===== src/rtl/fir3_pkg.sv =====
// Shared types and constants for the 3-tap FIR filter.
// Q8.8 samples and coefficients in, Q16.16 products and sums out.
package fir3_pkg;

    typedef enum logic [1:0] {
        IDLE = 2'd0,
        RUN  = 2'd1,
        DONE = 2'd2
    } state_t;

    // Default low-pass taps (0.25, 0.5, 0.25) sum to 1.0, so the sum cannot overflow.
    localparam logic signed [15:0] H0_DEF = 16'sd64;
    localparam logic signed [15:0] H1_DEF = 16'sd128;
    localparam logic signed [15:0] H2_DEF = 16'sd64;

    localparam int IN_FRAC_BITS  = 8;
    localparam int OUT_FRAC_BITS = 16;

endpackage


===== src/rtl/fir3_mac.sv =====
// Combinational three-term multiply-accumulate, full-precision products, wrapping sum.
// Zero latency; no flow control.
module fir3_mac
    import fir3_pkg::*;
#(
    parameter int DATAWIDTH     = 16,
    parameter int PRODUCT_WIDTH = 32
) (
    input  logic signed [DATAWIDTH-1:0]     i_x,
    input  logic signed [DATAWIDTH-1:0]     i_d0,
    input  logic signed [DATAWIDTH-1:0]     i_d1,
    input  logic signed [DATAWIDTH-1:0]     i_h0,
    input  logic signed [DATAWIDTH-1:0]     i_h1,
    input  logic signed [DATAWIDTH-1:0]     i_h2,
    output logic signed [PRODUCT_WIDTH-1:0] o_sum
);

    localparam int EXT = PRODUCT_WIDTH - DATAWIDTH;

    // Widening both operands first keeps every product exact in PRODUCT_WIDTH bits.
    function automatic logic signed [PRODUCT_WIDTH-1:0] sext(input logic signed [DATAWIDTH-1:0] v);
        return {{EXT{v[DATAWIDTH-1]}}, v};
    endfunction

    logic signed [PRODUCT_WIDTH-1:0] w_p0;
    logic signed [PRODUCT_WIDTH-1:0] w_p1;
    logic signed [PRODUCT_WIDTH-1:0] w_p2;

    assign w_p0  = sext(i_x)  * sext(i_h0);
    assign w_p1  = sext(i_d0) * sext(i_h1);
    assign w_p2  = sext(i_d1) * sext(i_h2);
    assign o_sum = w_p0 + w_p1 + w_p2;

endmodule


===== src/rtl/fir3_filter.sv =====
// 3-tap direct-form FIR with start/stop run control; y updates on the edge that samples x.
// No backpressure: one sample is consumed every RUN cycle without stop.
module fir3_filter
    import fir3_pkg::*;
#(
    parameter int                    DATAWIDTH     = 16,
    parameter int                    PRODUCT_WIDTH = 32,
    parameter logic signed [DATAWIDTH-1:0] H0      = H0_DEF,
    parameter logic signed [DATAWIDTH-1:0] H1      = H1_DEF,
    parameter logic signed [DATAWIDTH-1:0] H2      = H2_DEF
) (
    input  logic                            clk,
    input  logic                            rst,
    input  logic                            start,
    input  logic                            stop,
    input  logic signed [DATAWIDTH-1:0]     x,
    output logic signed [PRODUCT_WIDTH-1:0] y,
    output logic                            done
);

    state_t                          r_state;
    logic signed [DATAWIDTH-1:0]     r_d0;
    logic signed [DATAWIDTH-1:0]     r_d1;
    logic signed [PRODUCT_WIDTH-1:0] r_y;
    logic                            r_done;
    logic signed [PRODUCT_WIDTH-1:0] w_sum;

    fir3_mac #(
        .DATAWIDTH     (DATAWIDTH),
        .PRODUCT_WIDTH (PRODUCT_WIDTH)
    ) u_mac (
        .i_x   (x),
        .i_d0  (r_d0),
        .i_d1  (r_d1),
        .i_h0  (H0),
        .i_h1  (H1),
        .i_h2  (H2),
        .o_sum (w_sum)
    );

    always_ff @(posedge clk) begin
        if (rst) begin
            r_state <= IDLE;
            r_d0    <= '0;
            r_d1    <= '0;
            r_y     <= '0;
            r_done  <= 1'b0;
        end else begin
            case (r_state)
                IDLE: begin
                    if (start) r_state <= RUN;
                end
                RUN: begin
                    if (stop) begin
                        r_state <= DONE;
                        r_done  <= 1'b1;
                    end else begin
                        r_y  <= w_sum;
                        r_d1 <= r_d0;
                        r_d0 <= x;
                    end
                end
                DONE: begin
                    // A restart begins with zero history so old samples never leak in.
                    if (start) begin
                        r_state <= RUN;
                        r_done  <= 1'b0;
                        r_d0    <= '0;
                        r_d1    <= '0;
                    end
                end
                default: r_state <= IDLE;
            endcase
        end
    end

    assign y    = r_y;
    assign done = r_done;

endmodule


===== config.mk =====
export PLATFORM = sky130hd
export DESIGN_NAME = fir3_filter
export DESIGN_NICKNAME = d
export VERILOG_FILES = /design/src/rtl/fir3_pkg.sv /design/src/rtl/fir3_mac.sv /design/src/rtl/fir3_filter.sv
export SDC_FILE = /design/constraint.sdc
export NUM_CORES = 1
export LEC_CHECK = 0
export ABC_CLOCK_PERIOD_IN_PS = 8500
export BUFFER_PORTS_ARGS = -buffer_cell sky130_fd_sc_hd__buf_2
export CAP_MARGIN = 20
export CORE_MARGIN = 1
export CORE_UTILIZATION = 35
export CTS_CLUSTER_DIAMETER = 150
export DETAILED_ROUTE_END_ITERATION = 8
export GPL_TIMING_DRIVEN = 0
export HOLD_SLACK_MARGIN = 0.03
export PLACE_DENSITY = 0.6
export SKIP_CTS_REPAIR_TIMING = 1
export SLEW_MARGIN = 20
export SYNTH_ARGS = -nofsm -noshare
export SYNTH_HDL_FRONTEND = slang
export SYNTH_HIERARCHICAL = 1
export SYNTH_SLANG_ARGS = --single-unit

===== constraint.sdc =====
create_clock -name clk -period 8.5 [get_ports clk]
set_input_delay 0.85 -clock clk [delete_from_list [all_inputs] [get_ports clk]]
set_output_delay 0.85 -clock clk [all_outputs]
set_load 0.02 [all_outputs]

==> results of run 1 <==
[tightest hold or removal path, stage by stage, from the launching register on]
cell,delay (ns)
sky130_fd_sc_hd__dfxtp_1,0.30
sky130_fd_sc_hd__nand2_1,0.05
sky130_fd_sc_hd__a21oi_1,0.05
[layout make-up]
type | instances | area (um2) | share of cell area [%]
clock buffers | 10 | 239 | 0.673
multi-input cells | 2548 | 27700 | 78.0
plain buffers | 119 | 489 | 1.38
well taps | 1176 | 1470 | 4.14
inverters | 1057 | 3970 | 11.2
repair buffers | 51 | 255 | 0.718
diodes | 4 | 10.0 | 0.0282
clock inverters | 6 | 47.5 | 0.134
flip-flops and latches | 67 | 1340 | 3.77
[cells in the mapped netlist, drive strengths merged, types with 3 or more instances]
cell type and instances:
inv 1057, fa 899, nand2 456, and2 346, ha 196, clkbuf 108
dfxtp 67, a21oi 61, xnor2 55, nand2b 44, o21ai 30, nor2 22
nand3b 16, o32ai 16, nor2b 12, buf 11, xor2 10, o21a 9
a21o 7, o21bai 7, a211oi 3, a31oi 3
[kinds of logic (layout without fill, tap and decap cells)]
| group | count (synthesis) | in the layout | share of synthesized area (%) |
|---|---|---|---|
| buffers and inverters | 1176 | 1243 | 13.8 |
| adder cells (fa/ha/maj) | 1095 | 1095 | 63.4 |
| AND/OR/NAND/NOR | 906 | 906 | 14.0 |
| AO/OA/AOI/OAI | 144 | 144 | 2.83 |
| flip-flops | 67 | 67 | 4.16 |
| XOR/XNOR | 65 | 65 | 1.77 |
| other | 2 | 342 | 0.0233 |
[flip-flops by register name, indices dropped and copies added (netlist names)]
register	cells
r_d1	16
y	32
r_d0	16
r_state	2
done	1
[layer usage]
layer / vias up / wire length (um)
met5: - / 13
met4: 2 / 1570
met3: 63 / 4070
met2: 416 / 40700
met1: 11100 / 34600
li1: 10100 / -
[how the worst min path moves through the flow]
| stage | to | depth (start not counted) |
|---|---|---|
| 2_1_floorplan | r_d1[7]$_SDFFE_PP0P_ | 2 |
| 3_3_place_gp | y[23]$_SDFFE_PP0N_ | 2 |
| 3_5_place_dp | y[3]$_SDFFE_PP0N_ | 2 |
| 4_1_cts | y[15]$_SDFFE_PP0N_ | 2 |
| 5_1_grt | y[10]$_SDFFE_PP0N_ | 2 |
| 6_report | y[10]$_SDFFE_PP0N_ | 2 |
[stage by stage]
step / util, % / hold WS [ns] / std cells / setup TNS (ns) / instance area [um2]
detailed placement: 38.9 / 0.444 / 5018 / -0.368 / 35200
floorplan: - / 0.498 / 3791 / 0 / 33500
global route: 39.2 / 0.469 / 5034 / 0 / 35500
finish: 39.2 / 0.450 / 5038 / 0 / 35500
CTS: 39.2 / 0.453 / 5034 / 0 / 35500
global placement: 38.9 / 0.441 / 5018 / -0.283 / 35200
==> results.md, run 1 <==
| Parameter | Value | Unit |
|---|---|---|
| Largest stage delay on the critical path | 0.53 | ns |
| GRT met1 Usage | 24.9 | % |
| Largest net degree at the start of global routing | 17 | - |
| Max Freq | 121 | MHz |
| DR vias/cell | 4.31 | - |
| Pin slew with the least headroom to its limit | 1.17 | ns |
| Worst Setup EP | y[31]$_SDFFE_PP0N_ | - |
| Number of buffers on the longest clock path | 2 | - |
| Clock Sink Count | 67 | - |
| Category of the worst setup path launch point | primary input | - |
| Leading area contributor after synthesis | sky130_fd_sc_hd__fa_1 | - |
| Clock-pin transition on the worst setup and hold timing paths | 0.08 | ns |
| Cell seen most often among critical-path stages | sky130_fd_sc_hd__fa_1 | - |
| Number of antenna violations at the first check in global routing | 6 | - |
| Signed area change from the synthesized netlist to the final layout | 10.2 | % |
| Number of placement rows | 110 | - |
| WP buf/inv | 7 | - |
| Post-synth top area share | 55.8 | % |
| GR Layer Usage met3 | 2.55 | % |
| Initial standard-cell utilization of the core | 35.6 | % |
| Slew HR | 21.8 | % |
| Fraction of synthesis flops using an asynchronous set or reset pin | 0 | % |
| Total Die Area | 93300 | um2 |
| Number of clock buffers inserted by TritonCTS | 9 | - |
| Cell class contributing the biggest share of worst-path delay | adder cells | - |
| Data arrival time of the worst path | 8.60 | ns |
| Number of search-and-repair iterations in the first detailed-routing pass | 5 | - |
| Global-route total usage across every layer | 18.5 | % |
| Hold path start | y[10]$_SDFFE_PP0N_ | - |
| Hold/Removal Path Class | register to register | - |
| Synth top area cells | sky130_fd_sc_hd__fa_1 (56%), sky130_fd_sc_hd__inv_1 (12%), sky130_fd_sc_hd__ha_1 (7.6%) | - |
| GR met2 Demand/Resource | 31.8 | % |
| Final setup margin | 0.203 | ns |
| Synth Flop Type | sky130_fd_sc_hd__dfxtp_1 | - |
| Number of design rule violations left after detail routing | 0 | - |
| I/O pins | 53 | - |
| Depth of the worst register-to-register path | 25 | - |
| GP Congestion | 0.876 | - |
| Die Span X | 306 | um |
| CTS tree | done | - |
| Count of cell types in the netlist | 45 | - |
| Synthesized netlist cell count | 3455 | - |
| Final critical delay including setup and external delays | 8.30 | ns |
| Overflow after GRT | 0 | - |
| Summed instance area of the synthesized netlist | 32200 | um2 |
| ANT nets after route | 0 | - |
| End of the worst register-to-register path | y[31]$_SDFFE_PP0N_ | - |
| H-tree depth reported by CTS | 3 | - |
| Most heavily used metal layer in global routing | met2 | - |
| Per-cell routed wire length | 16.1 | um |
| Highest-delay cell along the critical path | sky130_fd_sc_hd__fa_1 | - |
| Height of the die | 306 | um |
| Number of storage elements in the synthesis netlist | 67 | - |
| Net count reported at finish | 4968 | - |
| Total routed wirelength | 80.9 | mm |
| Data required time of the worst path | 8.80 | ns |
| Timing startpoint of the critical path | x[15] | - |
| RSZ-0062 raised after global routing | no | - |
| Maximum capacitance violations | 0 | - |
| Routed vias | 21700 | - |
| Share of final-layout standard cells stronger than drive strength 1 | 2.23 | % |
| Vias in the first global route | 23100 | - |
| Number of cells on the critical path | 28 | - |
| Run status | finished clean | - |
| Average size of a mapped cell | 9.33 | um2 |
| Highest-count cells in the layout ignoring fill and taps | sky130_fd_sc_hd__inv_1 (1057), sky130_fd_sc_hd__fa_1 (899), sky130_fd_sc_hd__nand2_1 (456), sky130_fd_sc_hd__and2_1 (346), sky130_fd_sc_hd__conb_1 (338) | - |
| Maximum fanout along the worst path | 10 | - |
| Reg2Reg Launch Point | r_d0[15]$_SDFFE_PP0P_ | - |
| Critical path endpoint category | register | - |
| Critical path class | primary input to register | - |
| Max Clock Skew | 0.0173 | ns |
| Clk Latency, worst-skew pair | 0.38 | ns |
| Final hold violation count | 0 | - |
| DP Worst Slack | -0.368 | ns |
| Number of synthesized flops with an enable pin | 0 | - |
| Commonest non-fill, non-tap cell in the layout | sky130_fd_sc_hd__inv_1 | - |
| Initial drt markers | 1055 | - |
| FILL cells | 9209 | - |
| Tcrit/Tclk final | 97.6 | % |
| Wire length of the first global-routing pass | 130 | mm |
| R2r setup slk | 0.57 | ns |
| Placeable Area | 90600 | um2 |
| Share of synthesized area occupied by flip-flops and latches | 4.16 | % |
| Root cell of the clock tree | sky130_fd_sc_hd__clkbuf_16 | - |
| Number of port buffers | 51 | - |
| Yosys synthesis warning count | 6 | - |
| Number of pins with negative max-slew slack in the final report | 0 | - |
| Detail Placement HPWL | 73.2 | mm |
| Final setup violation count | 0 | - |
Power of run 1 is left out: the tool's default activity adds up to more than one toggle a clock period on the data nets, which glitch-free logic cannot reach.
==> inputs of run 2 (changes only) <==
--- a/config.mk
+++ b/config.mk
@@ -5,7 +5,7 @@
 export SDC_FILE = /design/constraint.sdc
 export NUM_CORES = 1
 export LEC_CHECK = 0
-export ABC_CLOCK_PERIOD_IN_PS = 8500
+export ABC_CLOCK_PERIOD_IN_PS = 9700
 export BUFFER_PORTS_ARGS = -buffer_cell sky130_fd_sc_hd__buf_2
 export CAP_MARGIN = 20
 export CORE_MARGIN = 1
==> constraint.sdc (replaced) <==
create_clock -name clk -period 9.7 [get_ports clk]
set_input_delay 0.97 -clock clk [delete_from_list [all_inputs] [get_ports clk]]
set_output_delay 0.97 -clock clk [all_outputs]
set_load 0.02 [all_outputs]
==> run 2 against run 1 <==
Against the previous run: count of clock-buffer cells in the layout did not move; final cell count barely moved; sequential share of layout area hardly changed; worst setup slack gained 0.87 ns; critical path depth unchanged; hold slack is the same.
==> results.md, run 2 (synthesis gave the netlist of run 1 again) <==
| Parameter | Value | Unit |
|---|---|---|
| Commonest non-fill, non-tap cell in the layout | sky130_fd_sc_hd__inv_1 | - |
| Reg2Reg Launch Point | r_d0[14]$_SDFFE_PP0P_ | - |
| Detailed-route wire length on metal 1 | 34.5 | mm |
| Overflow after GRT | 0 | - |
| I/O pins | 53 | - |
| Clk Latency, worst-skew pair | 0.38 | ns |
| Final hold violation count | 0 | - |
| Max Clock Skew | 0.0176 | ns |
| Number of pins with negative max-slew slack in the final report | 0 | - |
| Net count reported at finish | 4968 | - |
| Worst Hold End | y[10]$_SDFFE_PP0N_ | - |
| Root cell of the clock tree | sky130_fd_sc_hd__clkbuf_16 | - |
| Number of clock buffers inserted by TritonCTS | 9 | - |
| RSZ-0062 raised after global routing | no | - |
| Hold/Removal Path Class | register to register | - |
| Data arrival time of the worst path | 8.93 | ns |
| Initial drt markers | 1100 | - |
| Clock-pin transition on the worst setup and hold timing paths | 0.08 | ns |
| Layout Utilization | 39.2 | % |
| R2r setup slk | 1.58 | ns |
| Data required time of the worst path | 10.00 | ns |
| Final critical delay including setup and external delays | 8.62 | ns |
| Total routed wirelength | 81.0 | mm |
| Number of placement rows | 110 | - |
| End of the worst register-to-register path | y[31]$_SDFFE_PP0N_ | - |
| Height of the die | 306 | um |
| Wire length of the first global-routing pass | 130 | mm |
| ANT nets after route | 0 | - |
| Top routing layer used | met5 | - |
| Detail Placement HPWL | 73.2 | mm |
| Total negative slack | 0 | ns |
| Total Die Area | 93300 | um2 |
| Post-Layout Cell Count | 5039 | - |
| Clock Sink Count | 67 | - |
| Slew HR | 22.0 | % |
| DR vias/cell | 4.31 | - |
| Tcrit/Tclk final | 88.9 | % |
| Routed length on met3 | 4.18 | mm |
| Number of design rule violations left after detail routing | 0 | - |
| Depth of the worst register-to-register path | 25 | - |
| Routed wire length on met2 | 40.7 | mm |
| CTS tree | done | - |
| Number of search-and-repair iterations in the first detailed-routing pass | 5 | - |
| Per-cell routed wire length | 16.1 | um |
| Signed area change from the synthesized netlist to the final layout | 10.2 | % |
| Placeable Area | 90600 | um2 |
| Vias in the first global route | 23100 | - |
| Share of final-layout standard cells stronger than drive strength 1 | 2.20 | % |
| Number of buffers on the longest clock path | 2 | - |
| Highest-count cells in the layout ignoring fill and taps | sky130_fd_sc_hd__inv_1 (1057), sky130_fd_sc_hd__fa_1 (899), sky130_fd_sc_hd__nand2_1 (456), sky130_fd_sc_hd__and2_1 (346), sky130_fd_sc_hd__conb_1 (338) | - |
| Count of placed standard cells including taps | 5018 | - |
| Final setup margin | 1.08 | ns |
| Global-route total usage across every layer | 18.5 | % |
| Maximum fanout along the worst path | 10 | - |
| GP Congestion | 0.876 | - |
| Pin slew with the least headroom to its limit | 1.17 | ns |
| Run status | finished clean | - |
| Max Freq | 116 | MHz |
| Number of port buffers | 51 | - |
| Initial standard-cell utilization of the core | 35.6 | % |
| Cell depth of the worst hold path | 2 | - |
| Maximum capacitance violations | 0 | - |
| FILL cells | 9207 | - |
| Largest net degree at the start of global routing | 17 | - |
| Final setup violation count | 0 | - |
| Routed vias | 21700 | - |
| Critical path class | primary input to register | - |
| Die Span X | 306 | um |
| Hold path start | y[10]$_SDFFE_PP0N_ | - |
| Category of the worst setup path launch point | primary input | - |
| Number of antenna violations at the first check in global routing | 6 | - |
| DP Worst Slack | 0.712 | ns |
| H-tree depth reported by CTS | 3 | - |
| Flip-flop count of the largest register after layout | 32 | - |
| Critical path endpoint category | register | - |
-- run 2: metal layers --
metal  up-vias  GRT usage (%)
li1      10100              -
met1     11100           24.9
met2       423           31.8
met3        65           2.55
met4         2           3.68
met5         -              0
-- run 2: worst max path at each step --
| stage | startpoint | end | slack (ns) |
|---|---|---|---|
| after floorplan | x[15] | y[26]$_SDFFE_PP0N_ | 2.44 |
| after global placement | x[15] | y[31]$_SDFFE_PP0N_ | 0.80 |
| after detailed placement | x[15] | y[31]$_SDFFE_PP0N_ | 0.71 |
| after CTS | x[15] | y[31]$_SDFFE_PP0N_ | 1.12 |
| after global routing | x[15] | y[31]$_SDFFE_PP0N_ | 0.85 |
| final | x[15] | y[31]$_SDFFE_PP0N_ | 1.08 |
-- run 2: metrics by stage --
stage	area (um2)	hold slack (ns)
2_1_floorplan	33500	0.498
3_3_place_gp	35200	0.441
3_5_place_dp	35200	0.444
4_1_cts	35500	0.453
5_1_grt	35500	0.469
6_report	35500	0.450
-- run 2: critical path, cell delays in order --
cell and delay [ns]:
sky130_fd_sc_hd__buf_2 0.21, sky130_fd_sc_hd__clkbuf_1 0.35, sky130_fd_sc_hd__nand2_1 0.22, sky130_fd_sc_hd__inv_1 0.12
sky130_fd_sc_hd__fa_1 0.49, sky130_fd_sc_hd__fa_1 0.52, sky130_fd_sc_hd__fa_1 0.51, sky130_fd_sc_hd__fa_1 0.48
sky130_fd_sc_hd__inv_1 0.08, sky130_fd_sc_hd__fa_1 0.15, sky130_fd_sc_hd__inv_1 0.05, sky130_fd_sc_hd__fa_1 0.49
sky130_fd_sc_hd__fa_1 0.53, sky130_fd_sc_hd__fa_1 0.49, sky130_fd_sc_hd__inv_1 0.05, sky130_fd_sc_hd__fa_1 0.47
sky130_fd_sc_hd__inv_1 0.04, sky130_fd_sc_hd__ha_1 0.34, sky130_fd_sc_hd__a21o_1 0.21, sky130_fd_sc_hd__a21o_1 0.17
sky130_fd_sc_hd__a21oi_1 0.33, sky130_fd_sc_hd__o21a_1 0.20, sky130_fd_sc_hd__nand2_1 0.08, sky130_fd_sc_hd__a211oi_1 0.23
sky130_fd_sc_hd__a21oi_1 0.17, sky130_fd_sc_hd__xnor2_1 0.71, sky130_fd_sc_hd__nand2_1 0.10, sky130_fd_sc_hd__a21oi_1 0.15
-- run 2: cell type report --
type | count | area (um2) | area share, %
tap | 1176 | 1470 | 4.14
clock buffer | 10 | 239 | 0.673
buffer | 119 | 489 | 1.38
sequential | 67 | 1340 | 3.78
timing repair buffer | 51 | 255 | 0.718
inverter | 1057 | 3970 | 11.2
clock inverter | 6 | 47.5 | 0.134
antenna | 5 | 12.5 | 0.0352
multi-input combinational | 2548 | 27700 | 78.0
Power of run 2 is left out for the same reason.
==> inputs of run 3 (changes only) <==
--- a/config.mk
+++ b/config.mk
@@ -9,12 +9,13 @@
 export BUFFER_PORTS_ARGS = -buffer_cell sky130_fd_sc_hd__buf_2
 export CAP_MARGIN = 20
 export CORE_MARGIN = 1
-export CORE_UTILIZATION = 35
+export CORE_UTILIZATION = 50
 export CTS_CLUSTER_DIAMETER = 150
 export DETAILED_ROUTE_END_ITERATION = 8
 export GPL_TIMING_DRIVEN = 0
 export HOLD_SLACK_MARGIN = 0.03
-export PLACE_DENSITY = 0.6
+export PLACE_DENSITY = 0.77
+export RECOVER_POWER = 25
 export SKIP_CTS_REPAIR_TIMING = 1
 export SLEW_MARGIN = 20
 export SYNTH_ARGS = -nofsm -noshare
==> run 3 against run 2 <==
Against the previous run: register-to-register slack worse by 0.04 ns; design area fell by 1.2%; routed wire length is 2.7% lower; highest routed layer is now met4.
==> results.md, run 3 (synthesis gave the netlist of run 1 again) <==
| Parameter | Value | Unit |
|---|---|---|
| Number of search-and-repair iterations in the first detailed-routing pass | 7 | - |
| CTS tree | done | - |
| Detail Placement HPWL | 69.7 | mm |
| Clk Latency, worst-skew pair | 0.36 | ns |
| Per-cell routed wire length | 16.7 | um |
| Highest-count cells in the layout ignoring fill and taps | sky130_fd_sc_hd__inv_1 (1057), sky130_fd_sc_hd__fa_1 (899), sky130_fd_sc_hd__nand2_1 (456), sky130_fd_sc_hd__and2_1 (346), sky130_fd_sc_hd__conb_1 (338) | - |
| Routed vias | 22600 | - |
| Total negative slack | 0 | ns |
| Flip-flop count of the largest register after layout | 32 | - |
| Number of clock buffers inserted by TritonCTS | 9 | - |
| Height of the die | 256 | um |
| Initial drt markers | 1439 | - |
| Tcrit/Tclk final | 88.6 | % |
| Total routed wirelength | 78.8 | mm |
| Wire length of the first global-routing pass | 129 | mm |
| Critical path class | primary input to register | - |
| Data arrival time of the worst path | 8.88 | ns |
| Max Freq | 116 | MHz |
| Final critical delay including setup and external delays | 8.59 | ns |
| Total Die Area | 65500 | um2 |
| Root cell of the clock tree | sky130_fd_sc_hd__clkbuf_16 | - |
| Number of placement rows | 92 | - |
| Number of port buffers | 51 | - |
| R2r setup slk | 1.54 | ns |
| Category of the worst setup path launch point | primary input | - |
| Hold/Removal Path Class | register to register | - |
| Data required time of the worst path | 9.99 | ns |
| Vias in the first global route | 24500 | - |
| Signed area change from the synthesized netlist to the final layout | 8.82 | % |
| Initial standard-cell utilization of the core | 50.8 | % |
| Pin slew with the least headroom to its limit | 1.13 | ns |
| Final hold violation count | 0 | - |
| Share of final-layout standard cells stronger than drive strength 1 | 1.56 | % |
| Global-route total usage across every layer | 25.7 | % |
| Number of pins with negative max-slew slack in the final report | 0 | - |
| H-tree depth reported by CTS | 3 | - |
| Commonest non-fill, non-tap cell in the layout | sky130_fd_sc_hd__inv_1 | - |
| Max Clock Skew | 0.0157 | ns |
| Overflow after GRT | 0 | - |
| Largest net degree at the start of global routing | 17 | - |
| Final setup violation count | 0 | - |
| RSZ-0062 raised after global routing | no | - |
| Number of design rule violations left after detail routing | 0 | - |
| I/O pins | 53 | - |
| Maximum capacitance violations | 0 | - |
| Clock Sink Count | 67 | - |
| Clock-pin transition on the worst setup and hold timing paths | 0.08 | ns |
| ANT nets after route | 0 | - |
| Critical path endpoint category | register | - |
| Slew HR | 24.5 | % |
| GP Congestion | 0.930 | - |
| Die Span X | 256 | um |
| Net count reported at finish | 4968 | - |
| Maximum fanout along the worst path | 10 | - |
| Number of buffers on the longest clock path | 2 | - |
| DR vias/cell | 4.80 | - |
| Placeable Area | 63400 | um2 |
| Run status | finished clean | - |
| Number of antenna violations at the first check in global routing | 1 | - |
run 3: critical path: stages:
cell                       delay [ns]
sky130_fd_sc_hd__buf_2           0.20
sky130_fd_sc_hd__clkbuf_1        0.28
sky130_fd_sc_hd__nand2_1         0.19
sky130_fd_sc_hd__inv_1           0.10
sky130_fd_sc_hd__fa_1            0.53
sky130_fd_sc_hd__fa_1            0.53
sky130_fd_sc_hd__fa_1            0.49
sky130_fd_sc_hd__fa_1            0.46
sky130_fd_sc_hd__inv_1           0.08
sky130_fd_sc_hd__fa_1            0.15
sky130_fd_sc_hd__inv_1           0.06
sky130_fd_sc_hd__fa_1            0.50
sky130_fd_sc_hd__fa_1            0.53
sky130_fd_sc_hd__fa_1            0.49
sky130_fd_sc_hd__inv_1           0.05
sky130_fd_sc_hd__fa_1            0.47
sky130_fd_sc_hd__inv_1           0.04
sky130_fd_sc_hd__ha_1            0.33
sky130_fd_sc_hd__a21o_1          0.20
sky130_fd_sc_hd__a21o_1          0.17
sky130_fd_sc_hd__a21oi_1         0.38
sky130_fd_sc_hd__o21a_1          0.21
sky130_fd_sc_hd__nand2_1         0.09
sky130_fd_sc_hd__a211oi_1        0.24
sky130_fd_sc_hd__a21oi_1         0.19
sky130_fd_sc_hd__xnor2_1         0.68
sky130_fd_sc_hd__nand2_1         0.14
sky130_fd_sc_hd__a21oi_1         0.15
run 3: area by class of cell:
cell class / instances / area [um2]
Fill cell: 5543 / 28300
Multi-Input combinational cell: 2548 / 27700
Inverter: 1057 / 3970
Sequential cell: 67 / 1340
Tap cell: 846 / 1060
Buffer: 119 / 489
Clock buffer: 11 / 253
Timing Repair Buffer: 51 / 224
Clock inverter: 5 / 45.0
Antenna cell: 1 / 2.50
run 3: worst paths after layout:
path	startpoint	endpoint	cells after the start
hold / removal	y[16]$_SDFFE_PP0N_	y[16]$_SDFFE_PP0N_	2
setup reg to reg	r_d0[14]$_SDFFE_PP0P_	y[31]$_SDFFE_PP0N_	25
hold reg to reg	y[16]$_SDFFE_PP0N_	y[16]$_SDFFE_PP0N_	2
setup / recovery	x[15]	y[31]$_SDFFE_PP0N_	28
run 3: metal layers:
| layer | global-route usage [%] | share of wire [%] | wire length [um] | vias to the layer above |
|---|---|---|---|---|
| met1 | 32.5 | 38 | 30300 | 11500 |
| met4 | 10.3 | 4.5 | 3570 | 0 |
| li1 | - | - | - | 10100 |
| met2 | 44.5 | 50 | 39700 | 767 |
| met3 | 3.73 | 6.6 | 5210 | 174 |
| met5 | 0 | 0 | 0 | - |
run 3: metrics by stage:
step                util (%)  area [um2]  std cells  setup slack (ns)  hold slack, ns
floorplan                  -       33500       3791              2.44           0.498
CTS                     55.4       35100       4704              1.23           0.453
global route            55.3       35100       4704             0.776           0.475
detailed placement      54.9       34800       4688             0.860           0.443
global placement        54.9       34800       4688             0.947           0.439
finish                  55.3       35100       4705              1.11           0.453
Power of run 3 is left out for the same reason.
